`src/rtl/edge_counter_multi.sv`:
```
// ---------------------------------------------------------------------------
// edge_counter_multi
//
// Multi-channel gated rising-edge counter. Each of NUM_CH asynchronous input
// lines is synchronised, edge-detected and counted while a software gate
// window is open. When the window closes, all counts are snapshotted and
// streamed out one channel per valid/ready handshake.
//
// Parameters
//   NUM_CH       number of input channels (1..16)
//   WIDTH        counter width per channel (2..32)
//   SATURATE     1: counter sticks at all-ones on overflow, 0: wraps to zero
//   SYNC_STAGES  synchroniser flops per input (2..4)
//   CH_W         derived channel-index width; leave at default
//
// Ports
//   internalClock  system clock, rising edge
//   reset          asynchronous, active-high reset
//   sig_in         raw asynchronous edge inputs, one bit per channel
//   gate_start     single-cycle pulse, opens the counting window
//   gate_stop      single-cycle pulse, closes the counting window
//   busy           high whenever the block is not idle
//   out_valid      snapshot word available
//   out_ready      consumer accepts the current word
//   out_channel    channel index of the current word
//   out_count      snapshotted count of out_channel
//   out_overflow   channel overflowed during the window
//   out_last       current word belongs to channel NUM_CH-1
// ---------------------------------------------------------------------------
module edge_counter_multi #(
  parameter int unsigned NUM_CH      = 4,
  parameter int unsigned WIDTH       = 16,
  parameter int unsigned SATURATE    = 1,
  parameter int unsigned SYNC_STAGES = 2,
  parameter int unsigned CH_W        = (NUM_CH > 1) ? $clog2(NUM_CH) : 1
) (
  input  logic              internalClock,
  input  logic              reset,
  input  logic [NUM_CH-1:0] sig_in,
  input  logic              gate_start,
  input  logic              gate_stop,
  output logic              busy,
  output logic              out_valid,
  input  logic              out_ready,
  output logic [CH_W-1:0]   out_channel,
  output logic [WIDTH-1:0]  out_count,
  output logic              out_overflow,
  output logic              out_last
);

  localparam logic [CH_W-1:0] LAST_CH = CH_W'(NUM_CH - 1);

  typedef enum logic [1:0] {
    ST_IDLE  = 2'd0,
    ST_COUNT = 2'd1,
    ST_DRAIN = 2'd2
  } state_t;

  // -------------------------------------------------------------------------
  // Input synchronisers and rising-edge detection
  // -------------------------------------------------------------------------
  logic [NUM_CH-1:0] sync_q [SYNC_STAGES];
  logic [NUM_CH-1:0] dly_q;
  logic [NUM_CH-1:0] rise;

  always_ff @(posedge internalClock or posedge reset) begin
    if (reset) begin
      for (int unsigned s = 0; s < SYNC_STAGES; s++) begin
        sync_q[s] <= '0;
      end
      dly_q <= '0;
    end else begin
      sync_q[0] <= sig_in;
      for (int unsigned s = 1; s < SYNC_STAGES; s++) begin
        sync_q[s] <= sync_q[s-1];
      end
      dly_q <= sync_q[SYNC_STAGES-1];
    end
  end

  assign rise = sync_q[SYNC_STAGES-1] & ~dly_q;

  // -------------------------------------------------------------------------
  // State and datapath registers
  // -------------------------------------------------------------------------
  state_t            state_q, state_d;
  logic [WIDTH-1:0]  cnt_q      [NUM_CH];
  logic [WIDTH-1:0]  cnt_d      [NUM_CH];
  logic [WIDTH-1:0]  snap_q     [NUM_CH];
  logic [WIDTH-1:0]  snap_d     [NUM_CH];
  logic [NUM_CH-1:0] ovf_q, ovf_d;
  logic [NUM_CH-1:0] snap_ovf_q, snap_ovf_d;
  logic              out_valid_q, out_valid_d;
  logic [CH_W-1:0]   out_channel_q, out_channel_d;

  // Candidate counter value for this cycle, i.e. the count with the current
  // rise folded in. Shared by the counting path and the stop-cycle snapshot
  // so an edge detected in the stop cycle is included in the snapshot.
  logic [WIDTH-1:0]  inc_val [NUM_CH];
  logic [NUM_CH-1:0] inc_ovf;

  always_comb begin
    for (int unsigned c = 0; c < NUM_CH; c++) begin
      inc_ovf[c] = 1'b0;
      inc_val[c] = cnt_q[c] + WIDTH'(rise[c]);
      if (rise[c] && (cnt_q[c] == '1)) begin
        inc_ovf[c] = 1'b1;
        inc_val[c] = (SATURATE != 0) ? cnt_q[c] : '0;
      end
    end
  end

  // -------------------------------------------------------------------------
  // Next-state logic
  // -------------------------------------------------------------------------
  always_comb begin
    state_d       = state_q;
    cnt_d         = cnt_q;
    ovf_d         = ovf_q;
    snap_d        = snap_q;
    snap_ovf_d    = snap_ovf_q;
    out_valid_d   = out_valid_q;
    out_channel_d = out_channel_q;

    unique case (state_q)
      ST_IDLE: begin
        // gate_start has priority; a coincident gate_stop is dropped.
        if (gate_start) begin
          for (int unsigned c = 0; c < NUM_CH; c++) begin
            cnt_d[c] = '0;
          end
          ovf_d   = '0;
          state_d = ST_COUNT;
        end
      end

      ST_COUNT: begin
        cnt_d = inc_val;
        ovf_d = ovf_q | inc_ovf;
        if (gate_stop) begin
          snap_d        = inc_val;
          snap_ovf_d    = ovf_q | inc_ovf;
          out_channel_d = '0;
          out_valid_d   = 1'b1;
          state_d       = ST_DRAIN;
        end
      end

      ST_DRAIN: begin
        if (out_valid_q && out_ready) begin
          if (out_channel_q == LAST_CH) begin
            out_valid_d   = 1'b0;
            out_channel_d = '0;
            state_d       = ST_IDLE;
          end else begin
            out_channel_d = out_channel_q + CH_W'(1);
          end
        end
      end

      default: begin
        out_valid_d   = 1'b0;
        out_channel_d = '0;
        state_d       = ST_IDLE;
      end
    endcase
  end

  always_ff @(posedge internalClock or posedge reset) begin
    if (reset) begin
      state_q       <= ST_IDLE;
      ovf_q         <= '0;
      snap_ovf_q    <= '0;
      out_valid_q   <= 1'b0;
      out_channel_q <= '0;
      for (int unsigned c = 0; c < NUM_CH; c++) begin
        cnt_q[c]  <= '0;
        snap_q[c] <= '0;
      end
    end else begin
      state_q       <= state_d;
      ovf_q         <= ovf_d;
      snap_ovf_q    <= snap_ovf_d;
      out_valid_q   <= out_valid_d;
      out_channel_q <= out_channel_d;
      for (int unsigned c = 0; c < NUM_CH; c++) begin
        cnt_q[c]  <= cnt_d[c];
        snap_q[c] <= snap_d[c];
      end
    end
  end

  // -------------------------------------------------------------------------
  // Outputs
  // -------------------------------------------------------------------------
  // Word fields are masked with out_valid so the bus reads zero when idle,
  // rather than exposing stale snapshot contents from the previous window.
  assign busy         = (state_q != ST_IDLE);
  assign out_valid    = out_valid_q;
  assign out_channel  = out_channel_q;
  assign out_count    = out_valid_q ? snap_q[out_channel_q] : '0;
  assign out_overflow = out_valid_q & snap_ovf_q[out_channel_q];
  assign out_last     = out_valid_q & (out_channel_q == LAST_CH);

endmodule

```
`config.mk`:
```
export PLATFORM = sky130hd
export DESIGN_NAME = edge_counter_multi
export DESIGN_NICKNAME = d
export VERILOG_FILES = /design/src/rtl/edge_counter_multi.sv
export SDC_FILE = /design/constraint.sdc
export NUM_CORES = 1
export LEC_CHECK = 0
export ABC_AREA = 1
export CAP_MARGIN = 10
export CORE_UTILIZATION = 57
export CTS_BUF_LIST = sky130_fd_sc_hd__clkbuf_2 sky130_fd_sc_hd__clkbuf_4 sky130_fd_sc_hd__clkbuf_8
export CTS_CLUSTER_DIAMETER = 80
export DETAILED_ROUTE_END_ITERATION = 8
export GPL_ROUTABILITY_DRIVEN = 0
export MAX_ROUTING_LAYER = met4
export PLACE_DENSITY = 0.76
export SLEW_MARGIN = 20
export SYNTH_ARGS = -nofsm -noshare
export SYNTH_HDL_FRONTEND = slang
export SYNTH_SLANG_ARGS = --single-unit
```
`constraint.sdc`:
```
create_clock -name internalClock -period 4.9 [get_ports internalClock]
set_input_delay 0.735 -clock internalClock [delete_from_list [all_inputs] [get_ports internalClock]]
set_output_delay 0.735 -clock internalClock [all_outputs]
set_load 0.01 [all_outputs]
```
Word-level counts from Yosys, hierarchy flattened
Index checks and enable logic that the tools add are counted.
- equality and inequality tests: 11
- $add $sub $neg: 5
- mux-type cells: 31
- bitwise logic cells: 7
- reduce and logical (&&, ||, !) cells: 13
- magnitude comparators: 2
- operators with widths (operator ; number):
    $pmux W64 S2 ; 1
    $mux W16 ; 7
    $add A16 B1 Y16 ; 4
    $eq A16 B16 Y1 const B ; 4
    $mux W64 ; 1
    $bmux W16 S2 ; 1
    $mux W2 ; 7
    $pmux W2 S3 ; 2
    $mux W1 ; 8
    $ne A2 B2 Y1 const B ; 4
    $pmux W4 S2 ; 1
    $reduce_and A4 Y1 ; 2
    $logic_and A1 B1 Y1 ; 5
    $and A4 B4 Y4 ; 1
    $eq A2 B2 Y1 const B ; 2
    $mux W4 ; 1
    $not A4 Y4 ; 1
    $or A4 B4 Y4 ; 1
    $reduce_and A2 Y1 ; 2
    $reduce_bool A2 Y1 ; 2
    $ge A3 B3 Y1 const B ; 1
    $lt A2 B3 Y1 const B ; 1
    $not A2 Y3 ; 1
    $pmux W1 S3 ; 1
    other kinds (7) ; 8
- flip-flop bits (word level): 153
- output and inout bits: 22
- word-level logic and storage cells: 85

Depth between registers and ports, before layout
- depth in word-level cells: 6
- depth in mapped cells: 12
- depth with buffers taken out: 12

Worst setup path before layout
No wires, ideal clock.
- path type: reg2out
- start: register out_channel_q[0] (netlist: out_channel[0])
- end: output port out_count[2]
- arrival: 1.275 ns
- cell stages (with the launch flop): 5
- data required time: 4.165 ns
- path buffers: 2
- path slack: 2.890 ns
- path through: dfrtp_1 buf_2 buf_1 o211ai_1 a21oi_1
- longest elaborated chain between the ends: 5
- RTL lines (item ; line ; text):
    from (decl) ; 94 ; logic [CH_W-1:0] out_channel_q, out_channel_d;
    from (signal assigned) ; 185 ; out_channel_q <= out_channel_d;
    $not A2 Y3 (implied by the code) ; 201 ; assign out_count = out_valid_q ? snap_q[out_channel_q] : '0;
    $bmux W16 S2 ; 201 ;
    $mux W16 (implied by the code) (2 in a row) ; 201 ;
    $mux W16 ; 201 ;
    to (decl) ; 46 ; output logic [WIDTH-1:0] out_count,
No other way between the ends. The select of a mux whose other input is x is not followed.

Worst setup path after layout
- start: register out_channel_q[1] (netlist: out_channel[1])
- end: output port out_count[0]
The elaborated chain is that of the path after synthesis.

==> reports/results.md <==
| Group | Item | This run |
|---|---|---|
| run status | Status | completed |
| final layout | Share of cells above drive strength 1 | 6.943% |
| clock network | Clock latency on the worst-skew pair | 0.46 ns |
| place | Post-Place Cell Area | 0.008702 mm² |
| critical path | Worst path max stage delay | 0.60 ns |
| clock network | Number of sinks handled by clock tree synthesis | 153 |
| final layout | Number of nets in the final layout | 1,188 |
| timing | Fin. Hold Viols | 0 |
| floorplanning | Core area | 0.01404 mm² |
| place | Input/output buffers | 30 |
| synthesis | Top cells by area, synth | sky130_fd_sc_hd__dfrtp_1 46%, sky130_fd_sc_hd__nand2_1 21%, sky130_fd_sc_hd__nor2_1 5.5% |
| synthesis | Ys flop type | sky130_fd_sc_hd__dfrtp_1 |
| synthesis | Number of nets produced by synthesis | 1,174 |
| critical path | Crit path cell chain | buf_4 > inv_1 > nor2_1 > o21ai_0 > a21oi_1 > clkdlybuf4s50_1 |
| power | Final Total Pwr | 4354 µW |
| clock network | Number of buffers added by the clock tree synthesis step | 17 |
| detailed routing | Total number of vias | 7,297 |
| power | IR Drop Worst-Case VDD | 0.0002074 V |
| synthesis | Mean Syn Cell Area | 7.202 µm² |
| critical path | R2r setup slk | 2.63 ns |
| critical path | CP max stage cell | sky130_fd_sc_hd__clkdlybuf4s50_1 |
| critical path | RR Endpoint | cnt_q[62] |
| detailed routing | Drt first pass iters | 5 |
| critical path | Worst Setup Start Kind | flip-flop |
| min path | Endpoint with the worst hold slack | sync_q[1] |
| final layout | Number of antenna repair diodes | 0 |
| timing | Setup repair after global routing missed its margin | no |
| detailed routing | Total DRC errors in the routed layout | 0 |
| critical path | Worst endpoint required time | 4.16 ns |
| synthesis | Register bit total from synthesis | 153 |
| place | Estimated wirelength of the detail-placed design | 13.56 mm |
| critical path | RR Startpoint | dly_q[0] |
| timing | Transition time at the pin with the least slew margin | 1.094 ns |
| min path | Kind of path behind the tightest hold check | reg -> reg |
| synthesis | Synthesized instance count | 1,156 |
| synthesis | Synthesis warning total | 0 |
| timing | Worst Clk Skew | 0.009799 ns |
| critical path | Biggest fanout along the worst timing path | 25 |
| timing | Time the final worst path needs with I/O delays and setup | 3.332 ns |
| critical path | Kind of end point of the critical path | primary output |
| global routing | Residual overflow from global routing | 0 |
| job | MaxCap Viol Count | 0 |
| global routing | Pin count of the biggest net entering global routing | 104 |
| critical path | Depth of the worst register-to-register path | 10 |
| final layout | Combined flip-flop and latch cell area | 0.003829 mm² |
| global routing | Number of antenna violations at the first check in global routing | 0 |
| power | Static Leak | 0.004460 µW |
| final layout | Post-layout instance area | 0.009094 mm² |
| critical path | Largest delay contributor family on the critical path | buffers and inverters |
| synthesis | Top cell type's share of synthesized area | 45.99% |
| final layout | P&R area growth vs syn | 9.228% |
| detailed routing | Per-cell via count in the routed design | 5.361 |
| clock network | Post-CTS sizing | 0 |
| final layout | Area occupied by multi-input gates | 0.003919 mm² |
| synthesis | Number of enable-type register cells in the synthesized netlist | 0 |
| synthesis | Fraction of the yosys area taken by sequential cells | 45.99% |
| power | Power density cells | 478.8 mW/mm² |
| critical path | Critical path data arrival time | 2.60 ns |
| timing | Post-route worst hold slack | 0.3494 ns |
| detailed routing | Antenna violation net count after detailed routing | 0 |
| critical path | Kind of critical path | reg -> out |
| timing | Period utilisation layout | 68.01% |
| floorplanning | Vert. Die Dim | 122.9 µm |
| clock network | Count of hold-fix buffers inserted at cts | 0 |
| detailed routing | Final WL | 20.02 mm |
| floorplanning | Placement row count | 43 |
| clock network | Clock root cell | sky130_fd_sc_hd__clkbuf_8 |
| detailed routing | Initial DRC count | 672 |
| min path | Worst Min Path Start | sync_q[5] |
| clock network | TritonCTS clock tree | done |
| clock network | Max H-tree Level | 4 |
| global routing | Total GRT Usage | 29.35% |
| clock network | Buffer depth of the longest clock path | 2 |
| detailed routing | Detail-routed net length per standard cell | 14.71 µm |
| timing | Max-Slew Margin vs Limit | 27.05% |
| timing | Final-report setup violation count | 0 |
| clock network | Post-CTS setup buffers | 0 |
| timing | Setup tns final | 0 ns |
| critical path | Number of buffers and inverters on the critical path | 3 |
| synthesis | Total standard cell area after synthesis | 0.008325 mm² |
| global routing | First-pass GRT wire length | 32.44 mm |
| global routing | Vias in the first global route | 6,588 |
| final layout | Most frequent standard cell in the layout excluding fill and tap cells | sky130_fd_sc_hd__nand2_1 |
| floorplanning | I/O pin total | 31 |
| clock network | Clock transition at path regs | 0.08 ns |
| timing | Max-slew violation count | 0 |
| synthesis | Unique masters post-synth | 32 |
| synthesis | Share of flip-flops with an asynchronous set or reset | 100.0% |
| floorplanning | Die outline width | 122.9 µm |
| synthesis | Largest area contributor in the synthesized netlist | sky130_fd_sc_hd__dfrtp_1 |
| floorplanning | DIE AREA | 0.01509 mm² |
| final layout | Filler Cell Count | 1,254 |
| timing | Fmax | 0.3001 GHz |
| final layout | Top library cells by usage in the layout, fill and taps aside | 466 x sky130_fd_sc_hd__nand2_1, 153 x sky130_fd_sc_hd__dfrtp_1, 120 x sky130_fd_sc_hd__nor2_1 |
| min path | Number of instances on the worst hold path | 0 |
| floorplanning | Starting density of the core | 59.29% |
==> Yosys cell counts, types with 2 or more instances <==
| library cell | number |
|---|---|
| sky130_fd_sc_hd__nand2_1 | 466 |
| sky130_fd_sc_hd__dfrtp_1 | 153 |
| sky130_fd_sc_hd__nor2_1 | 121 |
| sky130_fd_sc_hd__inv_1 | 93 |
| sky130_fd_sc_hd__o21ai_0 | 69 |
| sky130_fd_sc_hd__nand3_1 | 61 |
| sky130_fd_sc_hd__a21oi_1 | 29 |
| sky130_fd_sc_hd__nand4_1 | 22 |
| sky130_fd_sc_hd__buf_2 | 18 |
| sky130_fd_sc_hd__xor2_1 | 16 |
| sky130_fd_sc_hd__clkbuf_1 | 14 |
| sky130_fd_sc_hd__nand2_2 | 11 |
| sky130_fd_sc_hd__o21ai_1 | 11 |
| sky130_fd_sc_hd__ha_1 | 9 |
| sky130_fd_sc_hd__nand3_2 | 9 |
| sky130_fd_sc_hd__nor2_2 | 8 |
| sky130_fd_sc_hd__nor2_4 | 7 |
| sky130_fd_sc_hd__inv_2 | 5 |
| sky130_fd_sc_hd__o211ai_1 | 5 |
| sky130_fd_sc_hd__buf_4 | 4 |
| sky130_fd_sc_hd__nand3b_1 | 4 |
| sky130_fd_sc_hd__or2_1 | 4 |
| sky130_fd_sc_hd__xnor2_1 | 4 |
| sky130_fd_sc_hd__buf_6 | 3 |
| sky130_fd_sc_hd__buf_1 | 2 |
| sky130_fd_sc_hd__nand2_4 | 2 |
==> layout make-up <==
class / instances / share of cell area (%)
multi-input combinational: 862 / 43.09
sequential: 153 / 42.10
clock inverter: 7 / 1.032
clock buffer: 23 / 3.275
inverter: 99 / 4.141
timing repair buffer: 37 / 3.880
tap: 180 / 2.477
==> kinds of logic (layout without fill, tap and decap cells) <==
kind of cell | after synthesis | in the layout | synth area share [%]
AO/OA/AOI/OAI | 115 | 115 | 7.079
XOR/XNOR | 20 | 20 | 2.104
adder cells (fa/ha/maj) | 9 | 9 | 1.353
flip-flops | 153 | 153 | 45.99
AND/OR/NAND/NOR | 718 | 718 | 36.38
buffers and inverters | 141 | 166 | 7.093
==> flip-flops by register name, indices dropped and copies added, names as in the netlist <==
| register | flops |
|---|---|
| dly_q | 4 |
| state_q | 2 |
| out_valid | 1 |
| snap_ovf_q | 4 |
| out_channel | 2 |
| cnt_q | 64 |
| sync_q | 8 |
| snap_q | 64 |
| ovf_q | 4 |
==> power by group <==
part	leakage (µW)	internal (µW)	switching (µW)
logic	0.00228	548	845
registers	0.00198	1620	375
clock network	0.000198	503	463
==> stage by stage <==
stage | setup WS (ns) | cells | utilization, %
finish | 1.568 | 1361 | 64.76
global route | 1.482 | 1361 | 64.76
CTS | 1.579 | 1361 | 64.76
detailed placement | 2.099 | 1331 | 61.97
global placement | 2.131 | 1331 | 61.97
floorplan | 0.04355 | 1156 | -
==> per-layer routing <==
metal	track usage (%)	share of wire, %	up-vias
met5	-	0	-
met4	10.98	2.3	0
met3	4.926	6.9	32
met2	43.71	44	250
met1	40.26	46	3376
li1	-	-	3639
==> how the worst max path moves through the flow <==
stage / startpoint / endpoint / cells past startpoint
floorplan: reset / cnt_q[0] / 1
global placement: out_channel[1] / out_overflow / 6
detailed placement: out_channel[1] / out_overflow / 6
CTS: out_channel[1] / out_overflow / 6
global route: out_channel[1] / out_overflow / 6
finish: out_channel[1] / out_count[0] / 6
Note: power is estimated with default switching activity, not from simulation.
